$ cat config.mk
export PLATFORM = sky130hd
export DESIGN_NAME = i2c_slv_reg_bank
export DESIGN_NICKNAME = d
export VERILOG_FILES = /design/src/rtl/i2c_slv_reg_bank.sv
export SDC_FILE = /design/constraint.sdc
export NUM_CORES = 1
export LEC_CHECK = 0
export CORE_ASPECT_RATIO = 1.75
export CORE_MARGIN = 2
export CORE_UTILIZATION = 56
export CTS_CLUSTER_DIAMETER = 60
export DETAILED_ROUTE_END_ITERATION = 8
export PLACE_DENSITY = 0.82
export SLEW_MARGIN = 20
export SYNTH_ARGS = -nofsm -noshare
export SYNTH_HDL_FRONTEND = slang
export SYNTH_SLANG_ARGS = --single-unit
$ cat constraint.sdc
create_clock -name i_clk -period 3.35 [get_ports i_clk]
set_input_delay 0.67 -clock i_clk [delete_from_list [all_inputs] [get_ports i_clk]]
set_output_delay 0.67 -clock i_clk [all_outputs]
set_load 0.05 [all_outputs]
$ cat src/rtl/i2c_slv_reg_bank.sv
// I2C slave exposing a pointer-addressed bank of 8-bit user registers.
// Optional `I2C_SLV_SYNC_EN` adds 2-FF synchronisers and a 3-sample majority filter on SCL/SDA.
module i2c_slv_reg_bank #(
    parameter int unsigned NUM_REGS         = 16,
    parameter int unsigned PTR_W            = 4,
    parameter int unsigned NUM_CLKS_IDLE_TO = 800,
    parameter int unsigned NUM_CLKS_T_BUF   = 80,
    parameter int unsigned WIDTH_IDLE_TO    = 10
) (
    input  logic             i_clk,
    input  logic             i_rstn,
    input  logic [6:0]       i_addr,
    input  logic             i_scl,
    input  logic             i_sda,
    output logic             o_sda,
    output logic             o_wr_stb,
    output logic [PTR_W-1:0] o_wr_idx,
    output logic [7:0]       o_wr_data,
    output logic [PTR_W-1:0] o_rd_idx,
    input  logic [7:0]       i_rd_data,
    output logic             o_busy
);

    typedef enum logic [3:0] {
        StIdle, StAddr, StAddrAck, StPtr, StPtrAck, StWr, StWrAck, StRd, StRdAck, StIgnore
    } state_e;

    logic scl_s, sda_s;

`ifdef I2C_SLV_SYNC_EN
    logic [1:0] scl_sync_q, sda_sync_q;
    logic [2:0] scl_hist_q, sda_hist_q;

    always_ff @(posedge i_clk or negedge i_rstn) begin
        if (!i_rstn) begin
            scl_sync_q <= '1;
            sda_sync_q <= '1;
            scl_hist_q <= '1;
            sda_hist_q <= '1;
        end else begin
            scl_sync_q <= {scl_sync_q[0], i_scl};
            sda_sync_q <= {sda_sync_q[0], i_sda};
            scl_hist_q <= {scl_hist_q[1:0], scl_sync_q[1]};
            sda_hist_q <= {sda_hist_q[1:0], sda_sync_q[1]};
        end
    end

    function automatic logic maj3(input logic [2:0] v);
        return (v[0] & v[1]) | (v[0] & v[2]) | (v[1] & v[2]);
    endfunction

    assign scl_s = maj3(scl_hist_q);
    assign sda_s = maj3(sda_hist_q);
`else
    assign scl_s = i_scl;
    assign sda_s = i_sda;
`endif

    function automatic logic [PTR_W-1:0] ptr_next(input logic [PTR_W-1:0] p);
        return (p == PTR_W'(NUM_REGS - 1)) ? '0 : p + PTR_W'(1);
    endfunction

    state_e                   state_q, state_d;
    logic [3:0]               bit_cnt_q, bit_cnt_d;
    logic [7:0]               rx_q, rx_d;
    logic [7:0]               tx_q, tx_d;
    logic [PTR_W-1:0]         ptr_q, ptr_d;
    logic                     rw_q, rw_d;
    logic                     mack_q, mack_d;
    logic                     sda_out_q, sda_d;
    logic                     wr_stb_q, wr_stb_d;
    logic [PTR_W-1:0]         wr_idx_q, wr_idx_d;
    logic [7:0]               wr_data_q, wr_data_d;
    logic [WIDTH_IDLE_TO-1:0] timer_q, timer_d;
    logic                     scl_q, sda_q;

    logic scl_rise, scl_fall, start, stop;
    assign scl_rise = scl_s & ~scl_q;
    assign scl_fall = ~scl_s & scl_q;
    assign start    = scl_s & scl_q & sda_q & ~sda_s;
    assign stop     = scl_s & scl_q & ~sda_q & sda_s;

    always_comb begin
        timer_d = timer_q;
        if (start || !scl_s) begin
            timer_d = WIDTH_IDLE_TO'(NUM_CLKS_IDLE_TO);
        end else if (stop) begin
            timer_d = WIDTH_IDLE_TO'(NUM_CLKS_T_BUF);
        end else if (timer_q != '0) begin
            timer_d = timer_q - WIDTH_IDLE_TO'(1);
        end
    end

    always_comb begin
        state_d   = state_q;
        bit_cnt_d = bit_cnt_q;
        rx_d      = rx_q;
        tx_d      = tx_q;
        ptr_d     = ptr_q;
        rw_d      = rw_q;
        mack_d    = mack_q;
        sda_d     = sda_out_q;
        wr_stb_d  = 1'b0;
        wr_idx_d  = wr_idx_q;
        wr_data_d = wr_data_q;
        if (start) begin
            state_d   = StAddr;
            bit_cnt_d = '0;
            sda_d     = 1'b1;
        end else if (stop || (state_q != StIdle && timer_q == '0)) begin
            state_d = StIdle;
            sda_d   = 1'b1;
        end else begin
            unique case (state_q)
                StAddr, StPtr, StWr: begin
                    if (scl_rise) begin
                        rx_d      = {rx_q[6:0], sda_s};
                        bit_cnt_d = bit_cnt_q + 4'd1;
                    end else if (scl_fall && bit_cnt_q == 4'd8) begin
                        bit_cnt_d = '0;
                        if (state_q == StAddr) begin
                            if (rx_q[7:1] == i_addr) begin
                                rw_d    = rx_q[0];
                                sda_d   = 1'b0;
                                state_d = StAddrAck;
                            end else begin
                                state_d = StIgnore;
                            end
                        end else if (state_q == StPtr) begin
                            if (32'(rx_q) < NUM_REGS) begin
                                ptr_d   = PTR_W'(rx_q);
                                sda_d   = 1'b0;
                                state_d = StPtrAck;
                            end else begin
                                state_d = StIgnore;
                            end
                        end else begin
                            wr_stb_d  = 1'b1;
                            wr_idx_d  = ptr_q;
                            wr_data_d = rx_q;
                            ptr_d     = ptr_next(ptr_q);
                            sda_d     = 1'b0;
                            state_d   = StWrAck;
                        end
                    end
                end
                StAddrAck, StPtrAck, StWrAck: begin
                    if (scl_fall) begin
                        sda_d     = 1'b1;
                        bit_cnt_d = '0;
                        if (state_q == StAddrAck && rw_q) begin
                            // First read bit goes out on the same fall that ends the ACK
                            tx_d      = {i_rd_data[6:0], 1'b0};
                            sda_d     = i_rd_data[7];
                            bit_cnt_d = 4'd1;
                            state_d   = StRd;
                        end else if (state_q == StAddrAck) begin
                            state_d = StPtr;
                        end else begin
                            state_d = StWr;
                        end
                    end
                end
                StRd: begin
                    if (scl_fall) begin
                        if (bit_cnt_q == 4'd8) begin
                            sda_d   = 1'b1;
                            state_d = StRdAck;
                        end else begin
                            sda_d     = tx_q[7];
                            tx_d      = {tx_q[6:0], 1'b0};
                            bit_cnt_d = bit_cnt_q + 4'd1;
                        end
                    end
                end
                StRdAck: begin
                    // Advance on the ACK rise so i_rd_data tracks the new index by the fall
                    if (scl_rise) begin
                        mack_d = ~sda_s;
                        if (!sda_s) begin
                            ptr_d = ptr_next(ptr_q);
                        end
                    end else if (scl_fall) begin
                        if (mack_q) begin
                            tx_d      = {i_rd_data[6:0], 1'b0};
                            sda_d     = i_rd_data[7];
                            bit_cnt_d = 4'd1;
                            state_d   = StRd;
                        end else begin
                            sda_d   = 1'b1;
                            state_d = StIgnore;
                        end
                    end
                end
                default: ;
            endcase
        end
    end

    always_ff @(posedge i_clk or negedge i_rstn) begin
        if (!i_rstn) begin
            state_q   <= StIdle;
            bit_cnt_q <= '0;
            rx_q      <= '0;
            tx_q      <= '0;
            ptr_q     <= '0;
            rw_q      <= 1'b0;
            mack_q    <= 1'b0;
            sda_out_q <= 1'b1;
            wr_stb_q  <= 1'b0;
            wr_idx_q  <= '0;
            wr_data_q <= '0;
            timer_q   <= '0;
            scl_q     <= 1'b1;
            sda_q     <= 1'b1;
        end else begin
            state_q   <= state_d;
            bit_cnt_q <= bit_cnt_d;
            rx_q      <= rx_d;
            tx_q      <= tx_d;
            ptr_q     <= ptr_d;
            rw_q      <= rw_d;
            mack_q    <= mack_d;
            sda_out_q <= sda_d;
            wr_stb_q  <= wr_stb_d;
            wr_idx_q  <= wr_idx_d;
            wr_data_q <= wr_data_d;
            timer_q   <= timer_d;
            scl_q     <= scl_s;
            sda_q     <= sda_s;
        end
    end

    assign o_sda     = sda_out_q;
    assign o_wr_stb  = wr_stb_q;
    assign o_wr_idx  = wr_idx_q;
    assign o_wr_data = wr_data_q;
    assign o_rd_idx  = ptr_q;
    assign o_busy    = state_q inside {StAddrAck, StPtr, StPtrAck, StWr, StWrAck, StRd, StRdAck};

endmodule
# [Yosys cells after proc, flatten, opt, wreduce, memory -nomap -nowiden]
# Cells that the tools add are included.
[classes] n_addsub=3 order_cmp=1 n_eq_ne=41 n_mux=72 bitwise_logic=16 reduce_logical=26
[ops] operator="4-bit two-way mux" n=32
[ops] operator="8-bit two-way mux" n=7
[ops] operator="4-bit != test (second input constant)" n=8
[ops] operator="4-bit case mux with 4 select lines" n=2
[ops] operator="10-bit two-way mux" n=3
[ops] operator="9-bit AND reduction" n=3
[ops] operator="2-bit != test (second input constant)" n=13
[ops] operator="8-bit case mux with 3 select lines" n=1
[ops] operator="1-bit two-way mux" n=23
[ops] operator="3-bit != test (second input constant)" n=7
[ops] operator="4-bit by 3-bit equality test with 1-bit output (second input constant)" n=4
[ops] operator="7-bit AND reduction" n=2
[ops] operator="4-bit equality test (second input constant)" n=3
[ops] operator="10-bit logical NOT" n=1
[ops] operator="10-bit AND reduction" n=1
[ops] operator="10-bit nonzero test" n=1
[ops] operator="10-bit by 1-bit subtractor with 10-bit output (second input constant)" n=1
[ops] operator="1-bit NOT" n=9
[ops] operator="4-bit by 1-bit adder with 4-bit output (second input constant)" n=2
[ops] operator="4-bit by 2-bit equality test with 1-bit output (second input constant)" n=2
[ops] operator="8-bit by 5-bit < comparator with 1-bit output (second input constant)" n=1
[ops] operator="4-bit case mux with 2 select lines" n=1
[ops] operator="4-bit AND reduction" n=2
[ops] operator="8-bit AND reduction" n=1
[ops] operator="other kinds (17)" n=29
[totals] ff_bits=56 input_bits=19 output_inout_bits=19 wordCells=173

# [Logic depth before layout (Yosys ltp)]
# Gate-level depths: netlist of run 1.
[depth] depth_word=9 ltp_mapped=9 mapped_depth_nobuf=8

# [Worst setup path after synthesis of run 1]
# OpenSTA, ideal clock, no wires.
[synth_timing] kind="register to output" start="reg state_q[1]" end="out o_busy" arrival_ps=2107 t_required_ps=2680 setup_slack_ps=573 stages_incl_launch_ff=5 path_buffers=2 cell_sequence="dfrtp_1 clkbuf_1 buf_1 nor2_1 o21ai_0"
[synth_via] elab_chain_cells=2 elab_cells_between_ends=8 classes_between="eq/ne: 7; reduce/logical: 1"
[synth_rtl] element="start: declaration" line="63" source="state_e state_q, state_d;"
[synth_rtl] element="start signal: assignment" line="202" source="state_q <= StIdle;"
[synth_rtl] element="start signal: assignment" line="217" source="state_q <= state_d;"
[synth_rtl] element="4-bit by 2-bit equality test with 1-bit output, or another cell as far along" line="239" source="assign o_busy = state_q inside {StAddrAck, StPtr, StPtrAck, StWr, StWrAck, StRd, StRdAck};"
[synth_rtl] element="7-bit nonzero test *" line="239"
[synth_rtl] element="end: declaration" line="21" source="output logic o_busy"
# Every way passes the cells marked *; elsewhere a longest branch is shown, timed or not.

# [Final worst setup path of run 1]
[layout_timing] start="reg state_q[0]" end="out o_busy"
# Same word-level chain as after synthesis.

==> metrics.csv, run 1 <==
metric;value;unit
P_sw;939;µW
Post-synth EDFFs;0;
Root Buffer;clkbuf_8;
CTS HTree Levels;2;
HP Class;in -> async;
Sw Share;0.399;
Fin. Hold Viols;0;
Tcrit/Tclk final;0.906;
Arr. time, crit path;2.37;ns
Synth top area share;0.420;
relative slew slack;0.387;
TritonRoute pass-1 iters;4;
clk slew on worst S/H paths;0.10;ns
Achievable Freq;0.329;GHz
# rows;35;
met2 Usage GRT;0.447;
Layout fillers;417;
via/cell ratio;5.82;
largest delay contributor family on the critical path;buffers and inverters;
clock latency on the worst-skew pair;0.32;ns
FF-to-FF setup slack;0.72;ns
global-route wire length before repair;11.7;mm
minimum clock period;3.04;ns
FF+latch count, synth;55;
final setup fails;0;
Crit path largest cell delay;0.82;ns
R2R Path Start;state_q[0];
die area;6160;µm²
crit-path cells;or4b_1 > o21ai_0 > clkdlybuf4s50_1;
share of power burned in registers;0.407;
Slew Viols, Final;0;
total setup buffers inserted after CTS;0;
layout cells sized above 1;0.180;
gr usage total;0.252;
register area share after synthesis;0.446;
Starting Density;0.584;
crit path kind;reg -> out;
CP Launch Type;flop;
post_cts resized;0;
routed length per instance;16.0;µm
Worst Hold Slack;0.481;ns
Main synth FF type;dfrtp_1;
synthesis-to-finish area growth;19.1;%
Final GP Congestion;0.931;
met1 usage in global routing;0.281;
most common cell in the netlist;dfrtp_1;
Critical Path Start;state_q[0];
Synth Warn #;0;
power per cell area;637;nW/µm²
largest net degree at the start of global routing;42;
Layout Skew;0.00852;ns
Post-Syn Nets;334;
most used routing layer;met2;
Post-Syn Area;3100;µm²
setup_tns;0;ns
cell count after synthesis;310;
status;finished clean;
fin nets;379;
Clk network pwr share;0.162;
DRT iter0 DRCs;110;
Setup crit end kind;output pin;
Die W;60.2;µm
Max IR drop VDD;481;µV
Crit Reg-Reg Endpoint;o_wr_idx[1];
FF/Latch Area;1380;µm²
post-detail-place hpwl;5.11;mm
Die H;102;µm
total CTS buffers;5;
worst-margin pin slew;0.920;ns
Port Buffers;37;
Core Area;5300;µm²
initial antenna violation count;0;
Clock Sinks;55;
Util after Layout;0.696;
async set or reset register ratio after synthesis;1.00;
CTS tree;yes;
global routing usage on met3;0.0456;
Total Routed Length;6.87;mm
DP Worst Slack;0.349;ns
unrepaired setup endpoints after global routing;no;
IO Pins;38;
routed vias;2503;
n_diodes;0;
Synth top cells by count;dfrtp_1 (52), nand2_1 (37), mux2_2 (27);
CP max FO;7;
syn avg cell area;9.99;µm²
top cells by area, synth;dfrtp_1 (42%), mux2_2 (9.8%), nand2_1 (4.5%), nor2_1 (2.9%), dfstp_2 (2.5%);
max cap viols;0;
DRC viols;0;
critical-path cell with the highest stage delay;clkdlybuf4s50_1;
multi-input logic area;1620;µm²
Clock Tree Buf Depth;2;
reg2reg path depth;7;
Final WS setup;0.314;ns
cell accounting for the most synthesized area;dfrtp_1;
critical path required time;2.68;ns
Synth cell types;53;
grt ovf;0;
antenna-violating nets left;0;
Comb power frac;0.431;
internal cell power;1.41;mW
hold buffers post-CTS;0;
Crit path buffers/inverters;1;
Pwr Total;2.35;mW
number of global-route vias before repair;2504;
leak pwr;1.60;nW
## metrics by stage
step / std cells / instance area (µm²)
2_1_floorplan: 310 / 3100
3_3_place_gp: 422 / 3590
3_5_place_dp: 422 / 3590
4_1_cts: 430 / 3690
5_1_grt: 430 / 3690
6_report: 430 / 3690
## area by class of cell
class,instances,area share
clock buffer,5,0.0187
sequential,55,0.374
tap,74,0.0251
inverter,7,0.00713
clock inverter,3,0.00645
timing repair buffer,52,0.130
multi-input combinational,234,0.439
## per-layer routing
layer / wire, µm / vias up / share of wire
met5: 0 / - / 0
met1: 2630 / 1220 / 0.38
met2: 3800 / 70 / 0.55
met4: 227 / 0 / 0.033
li1: - / 1192 / -
met3: 205 / 21 / 0.030
## cells in the final DEF, fill, tap and decap left out, drive strengths merged, types with 8 or more instances in the layout
cell / Yosys / final
nand3: 10 / 10
a21oi: 11 / 11
nor3: 8 / 8
mux2: 32 / 32
inv: 7 / 8
buf: 6 / 16
nor2: 24 / 24
clkdlybuf4s50: 0 / 36
o21ai: 17 / 17
nand2b: 8 / 8
dfrtp: 52 / 52
nand2: 37 / 37
xnor2: 9 / 9
## power by group through the flow
stage	logic [mW]	registers [mW]	clock network, mW
2_1_floorplan	0.720	0.965	0
3_3_place_gp	0.988	0.962	0
3_5_place_dp	1.01	0.968	0
4_1_cts	1.01	0.955	0.390
5_1_grt	1.13	0.972	0.419
6_report	1.01	0.957	0.381
## flip-flops by register name, indices dropped and copies added (netlist names), 4 cells and up
signal / flops
o_wr_data: 8
o_rd_idx: 4
bit_cnt_q: 4
timer_q: 10
rx_q: 8
tx_q: 7
o_wr_idx: 4
state_q: 4
## kinds of logic after synthesis
family / count (synthesis) / share of synthesized area
xor+xnor: 14 / 0.0396
mux: 37 / 0.133
compound gates: 51 / 0.104
buf+inv: 21 / 0.0315
simple gates: 127 / 0.226
fa+ha+maj: 5 / 0.0202
flops: 55 / 0.446
## worst max path at each step
stage / end / slack, ns / cells past startpoint
after floorplan: o_busy / 0.57 / 4
after global placement: o_wr_idx[0] / 0.40 / 8
after detailed placement: o_wr_idx[1] / 0.35 / 8
after CTS: o_busy / 0.31 / 3
after global routing: o_busy / 0.27 / 3
final: o_busy / 0.31 / 3
Power figures use the tool's default switching activity.
==> run 2, diff against run 1 <==
CORE_UTILIZATION = 50   (was 56)
CTS_BUF_LIST = sky130_fd_sc_hd__clkbuf_8 sky130_fd_sc_hd__clkbuf_16   (was unset)
PLACE_DENSITY = 0.78   (was 0.82)
clock period = 2.6 ns   (was 3.35 ns; I/O delays follow)
==> run 2 against run 1 <==
Against the previous run:
- cell count is 4.0% higher
- critical path type is now reg -> reg
- core utilization decreased by 6.6 points
- largest cell class unchanged
- sequential cell count did not move
- setup slack lost 0.22 ns
- sequential power up 29%
- clock power grew 33%
- worst hold slack lost 0.26 ns
- first-iteration DRC count is 54% higher
- clock skew is 0.00081 ns lower
- die area is 11% higher
==> metrics.csv, run 2 (synthesized netlist as in run 1, its figures left out) <==
metric;value;unit;change
Max IR drop VDD;559;µV;+16%
routed length per instance;15.9;µm;-0.55%
CTS tree;yes;;
Util after Layout;0.630;;-0.0659
number of global-route vias before repair;2608;;+4.2%
Sw Share;0.396;;-0.00386
grt ovf;0;;unchanged
n_diodes;0;;unchanged
crit-path cells;or4b_1 > or3_1 > o31ai_1 > or4b_1 > o21ai_1 > o21ai_1;;
unrepaired setup endpoints after global routing;no;;
die area;6860;µm²;+11%
max cap viols;0;;unchanged
R2R Path Start;state_q[1];;
Final GP Congestion;0.919;;-1.3%
status;finished clean;;
synthesis-to-finish area growth;23.8;%;
Total Routed Length;7.10;mm;+3.4%
IO Pins;38;;unchanged
Starting Density;0.509;;-0.0755
most frequent cells in the layout;dfrtp_1 (52), nand2_1 (37), clkdlybuf4s50_1 (35);;
layout cells sized above 1;0.210;;+0.0300
DRC viols;0;;unchanged
total CTS buffers;5;;unchanged
FF-to-FF setup slack;0.09;ns;-0.63 ns
clk slew on worst S/H paths;0.11;ns;about the same
max reg flops;10;;unchanged
Layout Skew;0.00771;ns;-0.000811 ns
Crit Reg-Reg Endpoint;o_rd_idx[2];;
setup_tns;0;ns;unchanged
Most flops, register;timer_q;;
TritonRoute pass-1 iters;4;;unchanged
Die W;63.5;µm;+5.4%
post-detail-place hpwl;5.37;mm;+5.0%
Root Buffer;clkbuf_8;;
Die H;108;µm;+5.6%
power per cell area;824;nW/µm²;+29%
leak pwr;1.68;nW;+5.2%
placed cells;437;;+3.6%
final setup fails;0;;unchanged
Slew Viols, Final;0;;unchanged
CTS HTree Levels;2;;unchanged
Setup crit end kind;flop;;
Clock Sinks;55;;unchanged
DP Area;3720;µm²;+3.4%
Clock Tree Buf Depth;2;;unchanged
relative slew slack;0.569;;+0.182
critical path required time;2.81;ns;+0.13 ns
worst-margin pin slew;0.646;ns;-0.273 ns
Final Instance Count excl. Fillers;447;;+4.0%
routed vias;2558;;+2.2%
via/cell ratio;5.72;;-1.7%
Clk network pwr share;0.161;;about the same
Comb power frac;0.449;;+0.018
antenna-violating nets left;0;;unchanged
minimum clock period;2.51;ns;
critical-path cell with the highest stage delay;or4b_1;;
initial antenna violation count;0;;unchanged
HP Class;in -> async;;
DRT iter0 DRCs;169;;+54%
internal cell power;1.91;mW;+35%
most common cell after layout, fill and taps aside;dfrtp_1;;
Port Buffers;37;;unchanged
# rows;38;;+8.6%
P_sw;1.25;mW;+33%
Crit path largest cell delay;0.64;ns;-0.18 ns
share of power burned in registers;0.390;;-0.017
clock latency on the worst-skew pair;0.32;ns;about the same
CP Launch Type;flop;;
Tcrit/Tclk final;0.965;;
Fin. Hold Viols;0;;unchanged
post-route cell area;3830;µm²;+4.0%
Arr. time, crit path;2.72;ns;+0.35 ns
Achievable Freq;0.398;GHz;
fin nets;390;;+2.9%
gr usage total;0.222;;-0.0299
global-route wire length before repair;12.1;mm;+3.7%
CP max FO;8;;+1
crit path kind;reg -> reg;;
largest net degree at the start of global routing;30;;-29%
Layout fillers;528;;+27%
reg2reg path depth;6;;-1
Core Area;6090;µm²;+15%
run 2: final cells by class:
type	instances	area [µm²]	area share
well taps	80	100	0.0261
repair buffers	63	608	0.159
clock buffers	5	68.8	0.0180
flip-flops and latches	55	1380	0.360
clock inverters	3	26.3	0.00685
inverters	7	26.3	0.00685
multi-input cells	234	1620	0.424
run 2: how the worst max path moves through the flow:
stage                           from  slack [ns]      endpoint  cells after the start
after detailed placement       i_scl       -0.09   o_rd_idx[2]                      7
after floorplan           timer_q[0]        0.04   o_wr_idx[2]                      9
final                     state_q[1]        0.09   o_rd_idx[2]                      6
after CTS                 state_q[2]        0.09  o_wr_data[4]                      8
after global routing      state_q[1]        0.02   o_rd_idx[2]                      6
after global placement         i_scl       -0.01   o_wr_idx[3]                      7
run 2: layer usage:
| layer | up-vias | GRT usage | part of all wire |
|---|---|---|---|
| met5 | - | 0 | 0 |
| met4 | 0 | 0.0699 | 0.023 |
| met3 | 16 | 0.0364 | 0.036 |
| met2 | 77 | 0.422 | 0.56 |
| met1 | 1244 | 0.248 | 0.38 |
| li1 | 1221 | - | - |
run 2: what timing repair did:
| action | 4_1_cts | 5_1_grt |
|---|---|---|
| setup buffers | 0 | 2 |
| gates resized for setup | 0 | 1 |
| setup endpoints to repair | 0 | 15 |
| hold buffers | 0 | 0 |
run 2: critical path, delay by kind of cell, from the launching register on:
| kind | cells | cell delay, ns |
|---|---|---|
| AO/OA/AOI/OAI | 3 | 0.37 |
| flip-flops | 1 | 0.43 |
| AND/OR/NAND/NOR | 3 | 1.60 |
run 2: power by group through the flow:
stage / registers, mW / logic [mW] / clock network, mW
after floorplan: 1.24 / 0.930 / 0
after global placement: 1.24 / 1.37 / 0
after detailed placement: 1.25 / 1.39 / 0
after CTS: 1.23 / 1.40 / 0.517
after global routing: 1.26 / 1.56 / 0.547
final: 1.23 / 1.42 / 0.507
run 2: per-stage QoR:
step / setup WS [ns] / power [mW] / hold WS (ns)
2_1_floorplan: 0.0367 / 2.17 / 0.224
3_3_place_gp: -0.0133 / 2.61 / 0.473
3_5_place_dp: -0.0884 / 2.64 / 0.478
4_1_cts: 0.0920 / 3.15 / 0.238
5_1_grt: 0.0213 / 3.36 / 0.253
6_report: 0.0900 / 3.16 / 0.218
==> run 3, diff against run 2 <==
CORE_MARGIN = 4   (was 2)
==> run 3 against run 2 <==
Against the previous run:
- non-clock buffer count rose by 1
- highest routed layer unchanged
- fmax up 3.1%
- critical path depth is 3 higher
- clock skew up 0.00059 ns
==> metrics.csv, run 3 (synthesized netlist as in run 1, its figures left out) <==
metric;value;unit;change
via/cell ratio;5.66;;-1.1%
Clock Sinks;55;;unchanged
Slew Viols, Final;0;;unchanged
synthesis-to-finish area growth;24.2;%;
number of global-route vias before repair;2582;;-1.0%
Starting Density;0.518;;+0.00970
final setup fails;0;;unchanged
Fin. Hold Viols;0;;unchanged
minimum clock period;2.43;ns;-0.0755 ns
DRT iter0 DRCs;88;;-48%
Achievable Freq;0.411;GHz;+3.1%
global-route wire length before repair;11.7;mm;-3.4%
crit-path cells;inv_1 > ha_1 > nor4b_2 > nand3b_1 > o21ai_2 > or3_1 > nor4_4 > buf_12 > mux2_1;;
crit path kind;reg -> reg;;
HP Class;in -> async;;
Arr. time, crit path;2.63;ns;-0.09 ns
grt ovf;0;;unchanged
clk slew on worst S/H paths;0.10;ns;about the same
routed length per instance;15.8;µm;-0.54%
initial antenna violation count;0;;unchanged
relative slew slack;0.541;;-0.0282
Core Area;5970;µm²;-1.9%
# rows;37;;-2.6%
post-route cell area;3840;µm²;+0.26%
fin nets;391;;+0.26%
IO Pins;38;;unchanged
Util after Layout;0.644;;+0.0137
Final GP Congestion;1.03;;+12%
Met2 Routed Length;3.90;mm;-1.6%
DRC viols;0;;unchanged
most common cell after layout, fill and taps aside;dfrtp_1;;
Setup crit end kind;flop;;
antenna-violating nets left;0;;unchanged
Pwr Total;3.21;mW;+1.6%
DP Worst Slack;-0.0545;ns;+0.0339 ns
met3 wire length;244;µm;-4.3%
reg2reg path depth;9;;+3
CP max FO;13;;+5
max reg flops;10;;unchanged
Die W;67.5;µm;+6.3%
Root Buffer;clkbuf_8;;
n_diodes;0;;unchanged
total CTS buffers;5;;unchanged
Die H;112;µm;+3.7%
CTS HTree Levels;2;;unchanged
R2R Path Start;timer_q[0];;
status;finished clean;;
Most flops, register;timer_q;;
total setup buffers inserted after CTS;0;;unchanged
TritonRoute pass-1 iters;4;;unchanged
Tcrit/Tclk final;0.936;;-0.0290
critical path required time;2.80;ns;about the same
power per cell area;835;nW/µm²;+1.3%
layout cells sized above 1;0.212;;+0.00215
gr usage total;0.201;;-0.0206
most frequent cells in the layout;dfrtp_1 (51), nand2_1 (37), clkdlybuf4s50_1 (35);;
clock latency on the worst-skew pair;0.32;ns;about the same
die area;7560;µm²;+10%
Clock Tree Buf Depth;2;;unchanged
routed vias;2525;;-1.3%
CP Launch Type;flop;;
Final WS setup;0.166;ns;+0.0755 ns
M1 WL;2.65;mm;-2.6%
Layout Skew;0.00831;ns;+0.000594 ns
critical-path cell with the highest stage delay;or3_1;;
Total Routed Length;7.05;mm;-0.76%
leak pwr;1.69;nW;+0.46%
Crit Reg-Reg Endpoint;o_wr_data[0];;
largest net degree at the start of global routing;30;;unchanged
DP Area;3720;µm²;+0.20%
max cap viols;0;;unchanged
worst-margin pin slew;0.689;ns;+0.0423 ns
FF-to-FF setup slack;0.17;ns;+0.08 ns
Port Buffers;37;;unchanged
post-detail-place hpwl;5.46;mm;+1.8%
top layer in use;met4;;
unrepaired setup endpoints after global routing;no;;
Max IR drop VDD;542;µV;-3.1%
hold buffers post-CTS;0;;unchanged
Crit path largest cell delay;0.45;ns;-0.19 ns
CTS tree;yes;;
run 3: timing repair:
item,in CTS,in global routing
hold endpoints to repair,0,0
resized for setup,0,1
setup endpoints to repair,0,12
run 3: report_power, final:
part	internal (mW)	total [mW]	switching, mW	leakage, nW
logic	0.648	1.38	0.734	0.924
registers	1.05	1.24	0.194	0.705
clock network	0.312	0.585	0.273	0.0612
total	2.01	3.21	1.20	1.69
run 3: worst max-delay path: cells and delay by family, from the launching register on:
family,cells,cell delay (ns)
buffers and inverters,2,0.25
flip-flops,1,0.42
AND/OR/NAND/NOR,4,1.05
AO/OA/AOI/OAI,1,0.07
multiplexers,1,0.33
adder cells (fa/ha/maj),1,0.19
run 3: per-layer routing:
layer,vias to the layer above,global-route usage
met5,-,0
met4,0,0.0976
met3,21,0.0440
met2,58,0.358
met1,1231,0.214
li1,1215,-
run 3: worst max-delay path by stage:
stage | start | cells after the start | to
after floorplan | timer_q[0] | 9 | o_wr_idx[2]
after global placement | i_scl | 7 | state_q[3]
after detailed placement | i_sda | 8 | o_wr_idx[3]
after CTS | timer_q[0] | 9 | o_wr_data[0]
after global routing | timer_q[1] | 9 | o_wr_idx[2]
final | timer_q[0] | 9 | o_wr_data[0]
run 3: final cells by class:
| cell class | count | area [µm²] |
|---|---|---|
| clock buffer | 6 | 82.6 |
| clock inverter | 2 | 35.0 |
| fill | 488 | 2130 |
| inverter | 7 | 26.3 |
| multi-input combinational | 234 | 1620 |
| sequential | 55 | 1380 |
| tap | 78 | 97.6 |
| timing repair buffer | 64 | 603 |
run 3: per-stage QoR:
step	hold WS, ns	TNS, ns	std cells
after CTS	0.249	0	446
final	0.231	0	446
after global routing	0.270	0	446
after global placement	0.475	-0.0122	438
after floorplan	0.224	0	310
after detailed placement	0.485	-0.641	438
